## src/rtl/router_fifo_n.sv

```systemverilog
// -----------------------------------------------------------------------------
// router_fifo_n
//   Buffered 1-to-NUM_PORTS word router. Each input word is steered by addr
//   into a per-port show-ahead FIFO. Every port uses a valid/ready handshake.
//   Words whose address has no matching port are accepted, discarded and
//   counted in a saturating error counter.
//
// Ports
//   clk        in   1                     rising-edge clock
//   rst_n      in   1                     synchronous active-low reset
//   data_in    in   DATA_WIDTH            input word
//   data_en    in   1                     input valid
//   addr       in   ADDR_WIDTH            destination port index
//   data_rdy   out  1                     input ready (combinational on addr)
//   data_out   out  NUM_PORTS*DATA_WIDTH  port p head word at [p*DATA_WIDTH +: DATA_WIDTH]
//   out_valid  out  NUM_PORTS             port p FIFO non-empty
//   out_ready  in   NUM_PORTS             port p consumer accepts head word
//   err_cnt    out  ERR_WIDTH             saturating count of bad-address words
// -----------------------------------------------------------------------------
module router_fifo_n #(
  parameter int DATA_WIDTH = 32,
  parameter int NUM_PORTS  = 4,
  parameter int ADDR_WIDTH = $clog2(NUM_PORTS),
  parameter int FIFO_DEPTH = 4,
  parameter int ERR_WIDTH  = 16
) (
  input  logic                            clk,
  input  logic                            rst_n,
  input  logic [DATA_WIDTH-1:0]           data_in,
  input  logic                            data_en,
  input  logic [ADDR_WIDTH-1:0]           addr,
  output logic                            data_rdy,
  output logic [NUM_PORTS*DATA_WIDTH-1:0] data_out,
  output logic [NUM_PORTS-1:0]            out_valid,
  input  logic [NUM_PORTS-1:0]            out_ready,
  output logic [ERR_WIDTH-1:0]            err_cnt
);

  localparam int PTR_W = $clog2(FIFO_DEPTH);
  localparam int CNT_W = $clog2(FIFO_DEPTH + 1);

  // ---------------------------------------------------------------------------
  // Input side: address decode and acceptance
  // ---------------------------------------------------------------------------
  logic                 w_addr_ok;   // addr names an existing port
  logic                 w_tgt_full;  // target port FIFO is full
  logic                 w_accept;    // word taken at the next posedge
  logic [NUM_PORTS-1:0] w_full;
  logic [NUM_PORTS-1:0] w_push;
  logic [NUM_PORTS-1:0] w_pop;

  // Widen addr before comparing so the test stays meaningful when
  // NUM_PORTS is not a power of two and out-of-range codes exist.
  assign w_addr_ok = (int'(addr) < NUM_PORTS);

  // NOTE: every signal written in always_comb gets a default first, so no
  // path through the block leaves it unassigned and no latch is inferred.
  always_comb begin
    w_tgt_full = 1'b0;
    for (int p = 0; p < NUM_PORTS; p++) begin
      if (int'(addr) == p) w_tgt_full = w_full[p];
    end
  end

  // A bad address is always ready (it is dropped); a good one waits for
  // room in its own FIFO. A pop on the same edge does not free space.
  assign data_rdy = rst_n && (!w_addr_ok || !w_tgt_full);
  assign w_accept = data_en && data_rdy;

  // ---------------------------------------------------------------------------
  // Per-port show-ahead FIFOs
  // ---------------------------------------------------------------------------
  for (genvar g = 0; g < NUM_PORTS; g++) begin : g_port
    logic [DATA_WIDTH-1:0] r_mem [FIFO_DEPTH];
    logic [PTR_W-1:0]      r_wr_ptr;
    logic [PTR_W-1:0]      r_rd_ptr;
    logic [CNT_W-1:0]      r_count;
    logic                  w_valid;

    assign w_valid   = (r_count != '0);
    assign w_full[g] = (r_count == CNT_W'(FIFO_DEPTH));
    assign w_push[g] = w_accept && w_addr_ok && (int'(addr) == g);
    // Pop requires a non-empty FIFO, so out_ready on an empty port is inert
    // and push/pop on an empty port in one cycle cannot happen.
    assign w_pop[g]  = w_valid && out_ready[g];

    // NOTE: sequential state uses non-blocking assignments so every register
    // samples pre-edge values, independent of statement or block order.
    always_ff @(posedge clk) begin
      if (!rst_n) begin
        r_wr_ptr <= '0;
        r_rd_ptr <= '0;
        r_count  <= '0;
      end else begin
        if (w_push[g]) r_wr_ptr <= r_wr_ptr + PTR_W'(1);
        if (w_pop[g])  r_rd_ptr <= r_rd_ptr + PTR_W'(1);
        // Simultaneous push and pop leaves the occupancy unchanged.
        unique case ({w_push[g], w_pop[g]})
          2'b10:   r_count <= r_count + CNT_W'(1);
          2'b01:   r_count <= r_count - CNT_W'(1);
          default: r_count <= r_count;
        endcase
      end
    end

    // NOTE: the storage array has no reset; stale entries are unreachable
    // because out_valid and the output mask below are driven from r_count.
    always_ff @(posedge clk) begin
      if (w_push[g]) r_mem[r_wr_ptr] <= data_in;
    end

    assign out_valid[g]                          = w_valid;
    assign data_out[g*DATA_WIDTH +: DATA_WIDTH] = w_valid ? r_mem[r_rd_ptr] : '0;
  end

  // ---------------------------------------------------------------------------
  // Saturating dropped-word counter
  // ---------------------------------------------------------------------------
  logic [ERR_WIDTH-1:0] r_err_cnt;

  always_ff @(posedge clk) begin
    if (!rst_n) begin
      r_err_cnt <= '0;
    end else if (w_accept && !w_addr_ok && (r_err_cnt != '1)) begin
      r_err_cnt <= r_err_cnt + ERR_WIDTH'(1);
    end
  end

  assign err_cnt = r_err_cnt;

endmodule
```

## config.mk

```make
export PLATFORM = sky130hd
export DESIGN_NAME = router_fifo_n
export DESIGN_NICKNAME = d
export VERILOG_FILES = /design/src/rtl/router_fifo_n.sv
export SDC_FILE = /design/constraint.sdc
export NUM_CORES = 1
export LEC_CHECK = 0
export ABC_AREA = 1
export BUFFER_PORTS_ARGS = -buffer_cell sky130_fd_sc_hd__clkbuf_2
export CORE_MARGIN = 10
export CORE_UTILIZATION = 28
export CTS_BUF_LIST = sky130_fd_sc_hd__clkbuf_4 sky130_fd_sc_hd__clkbuf_8
export DETAILED_ROUTE_END_ITERATION = 10
export PLACE_DENSITY = 0.49
export SLEW_MARGIN = 20
export SYNTH_ARGS = -nofsm -noshare
export SYNTH_HDL_FRONTEND = slang
export SYNTH_SLANG_ARGS = --single-unit
```

## constraint.sdc

```tcl
create_clock -name clk -period 6 [get_ports clk]
set_input_delay 0.9 -clock clk [delete_from_list [all_inputs] [get_ports clk]]
set_output_delay 0.9 -clock clk [all_outputs]
set_load 0.1 [all_outputs]
```

==> flow_summary.ini <==
[status]
status = finished, final reports clean

[routing]
dr.pass1.iters = 5
drtAntennaViolNets = 0
wl_per_cell_um = 21.0
dr_total_vias = 14100
wirelength_um = 65500
vias_per_cell = 4.51
drc = 0
drt-initial-drc-count = 1071

[global_route]
use_met2_pct = 24.0
overflow = 0
use_met3_pct = 3.06
grtUsageTotal_pct = 14.2
use_met1_pct = 18.1
antenna_found_initial = 1
grt_max_degree = 65
grt_pass1_vias = 14500
grt_pass1_wl_um = 95200
busiest_layer = met2

[floorplanning]
ios = 190
die_y_um = 300
start_util_pct = 28.2
rows = 102
die_x_um = 300
die_area_um2 = 89700
core_area_um2 = 77500

[place]
io_buffer_count = 173
gp_congestion = 0.758
hpwl_um = 38900
place_ws_ns = 2.16

[layout]
mostFrequentLayoutCell = nor2_1
layout-drive-gt1-share_pct = 19.7
nets = 2065
syn2layout_area_growth_pct = 18.2
final_cell_mix = nor2_1, edfxtp_1, o21ai_0

[logic_synthesis]
syn_inst = 1801
ys_async_sr_fraction_pct = 0
yosysTopAreaCell = edfxtp_1
synthDistinctLibCells = 28
ys_seq_area_share_pct = 73.6
synth_top_area_share_pct = 70.3
ys.warnings.count = 0
ys_ff_latch = 548
avgSynthCellArea_um2 = 12.2
ys.flop_type = edfxtp_1
synthesis.area_um2 = 21900
synth_edf_count = 512
synth_area_leaders = edfxtp_1, nor2_1, o21ai_0

[pwr]
ir_worst_vdd_uv = 281
power_density_nw_per_um2 = 478
p_leak_nw = 9.04

[clock_tree]
clock_path_buffers = 3
ctsHoldBuffers = 0
clkSlewWorstSetupHoldPaths_ns = 0.06
post_cts_resize_count = 0
root_buffer = clkbuf_8
cts_setup_buffers = 0
cts.sink_count = 548
htreeDepth = 3
clkLatencyLatePin_ns = 0.68
cts_buffers = 94
tritoncts = yes

[critical_path]
cp-start-kind = flip-flop
path_class = reg2out
reg2reg_depth = 10
r2r_slack_ns = 3.17
cpPeakStageDelay_ns = 0.95
critPathSlowestCell = dfxtp_2
worstPathArrival_ns = 3.56
crit_end = data_out[91]
cp-end-kind = output port
crit_chain = inv_1 -> buf_4 -> nor2_1 -> o21ai_0 -> a21oi_1 -> clkbuf_2
worstReg2RegStart = g_port[0].r_count[2]
reg2reg_to = g_port[0].r_count[2]
crit_fanout = 33
required_ns = 5.10

[timing]
period_share_pct = 74.3
hold_viol = 0
rsz0062_at_grt = false
fin_ws_ns = 1.54
skew_ns = 0.0308
finalCriticalPeriod_ns = 4.46
max_freq_ghz = 0.224
tns_ns = 0
relSlewSlack_pct = 35.6
tightest_slew_ns = 0.966
finalMaxSlewViolations = 0
setup_viol = 0

[run]
maxCapViolCount = 0

[min_path]
hold_path_class = reg2reg
## routing by layer
layer,wire [µm],share of wire [%]
met5,13,0.020
met3,3400,5.2
met4,1310,2.0
met1,29200,45
met2,31600,48
## registers in the layout, indices dropped and copies added, names as in the netlist, named ones only
register / cells
g_port.r_mem: 512
g_port.r_count: 12
g_port.r_rd_ptr: 8
g_port.r_wr_ptr: 8
## through the flow
stage / area (µm²) / total power (W) / util [%] / std cells / hold slack (ns)
floorplan: 21900 / 0.00804 / - / 1816 / 0.436
global placement: 23900 / 0.00908 / 30.9 / 2943 / 0.450
detailed placement: 23900 / 0.00911 / 30.9 / 2943 / 0.454
CTS: 25800 / 0.0125 / 33.3 / 3113 / 0.465
global route: 25900 / 0.0129 / 33.4 / 3114 / 0.491
finish: 25900 / 0.0124 / 33.4 / 3116 / 0.466
## synthesized netlist by cell type (2+ instances only)
cell type  number
nand4_4         4
o21ai_1         4
inv_2           3
clkbuf_1       59
fa_1            4
a21oi_1       154
clkinv_1        4
buf_2          28
dfxtp_1        36
nor3_2          3
ha_1           20
nand4_1         8
buf_1           9
buf_4          20
nor2_4          3
o21ai_0       275
nor2_1        547
inv_1          74
nand2_1        22
edfxtp_1      512
nand3_2         4
nor2_2          2
## area by class of cell
| class | count | area, µm² |
|---|---|---|
| inverters | 82 | 314 |
| flip-flops and latches | 548 | 16100 |
| clock inverters | 31 | 224 |
| clock buffers | 139 | 1660 |
| repair buffers | 204 | 1120 |
| well taps | 1040 | 1300 |
| multi-input cells | 1070 | 5130 |
| diodes | 2 | 5.00 |
| fillers | 7764 | 51600 |
## cell families (layout without fill, tap and decap cells)
kind of cell	after synthesis	in the layout	synth area share (%)
AO/OA/AOI/OAI	433	433	9.90
adder cells (fa/ha/maj)	24	24	1.51
other	1	18	0.0171
flip-flops	548	548	73.6
buffers and inverters	198	456	3.91
AND/OR/NAND/NOR	597	597	11.1
## report_power, final
part,leakage [nW],switching (W),internal (W)
combinational,3.14,0.00409,0.000573
clock,0.999,0.00149,0.00189
sequential,4.91,0.0000590,0.00425
total,9.04,0.00564,0.00671
## worst max-delay path: cells and delay by family, from the launching register on
kind                   cells  cell delay [ns]
DFF                        1             0.95
AOI/OAI and AO/OA          2             0.33
and+or+nand+nor            1             0.14
buffers and inverters      3             1.42
## worst min path at each step
stage          depth (start not counted)               endpoint                  start  slack [ns]
2_1_floorplan                          2              flip-flop  g_port[3].r_rd_ptr[1]        0.44
3_3_place_gp                           2              flip-flop  g_port[2].r_rd_ptr[1]        0.45
3_5_place_dp                           2              flip-flop  g_port[2].r_rd_ptr[1]        0.45
4_1_cts                                2              flip-flop  g_port[2].r_rd_ptr[1]        0.47
5_1_grt                                1  g_port[1].r_rd_ptr[0]  g_port[1].r_rd_ptr[0]        0.49
6_report                               2              flip-flop  g_port[2].r_rd_ptr[1]        0.47
No activity file was read; power rests on OpenSTA's default activity.
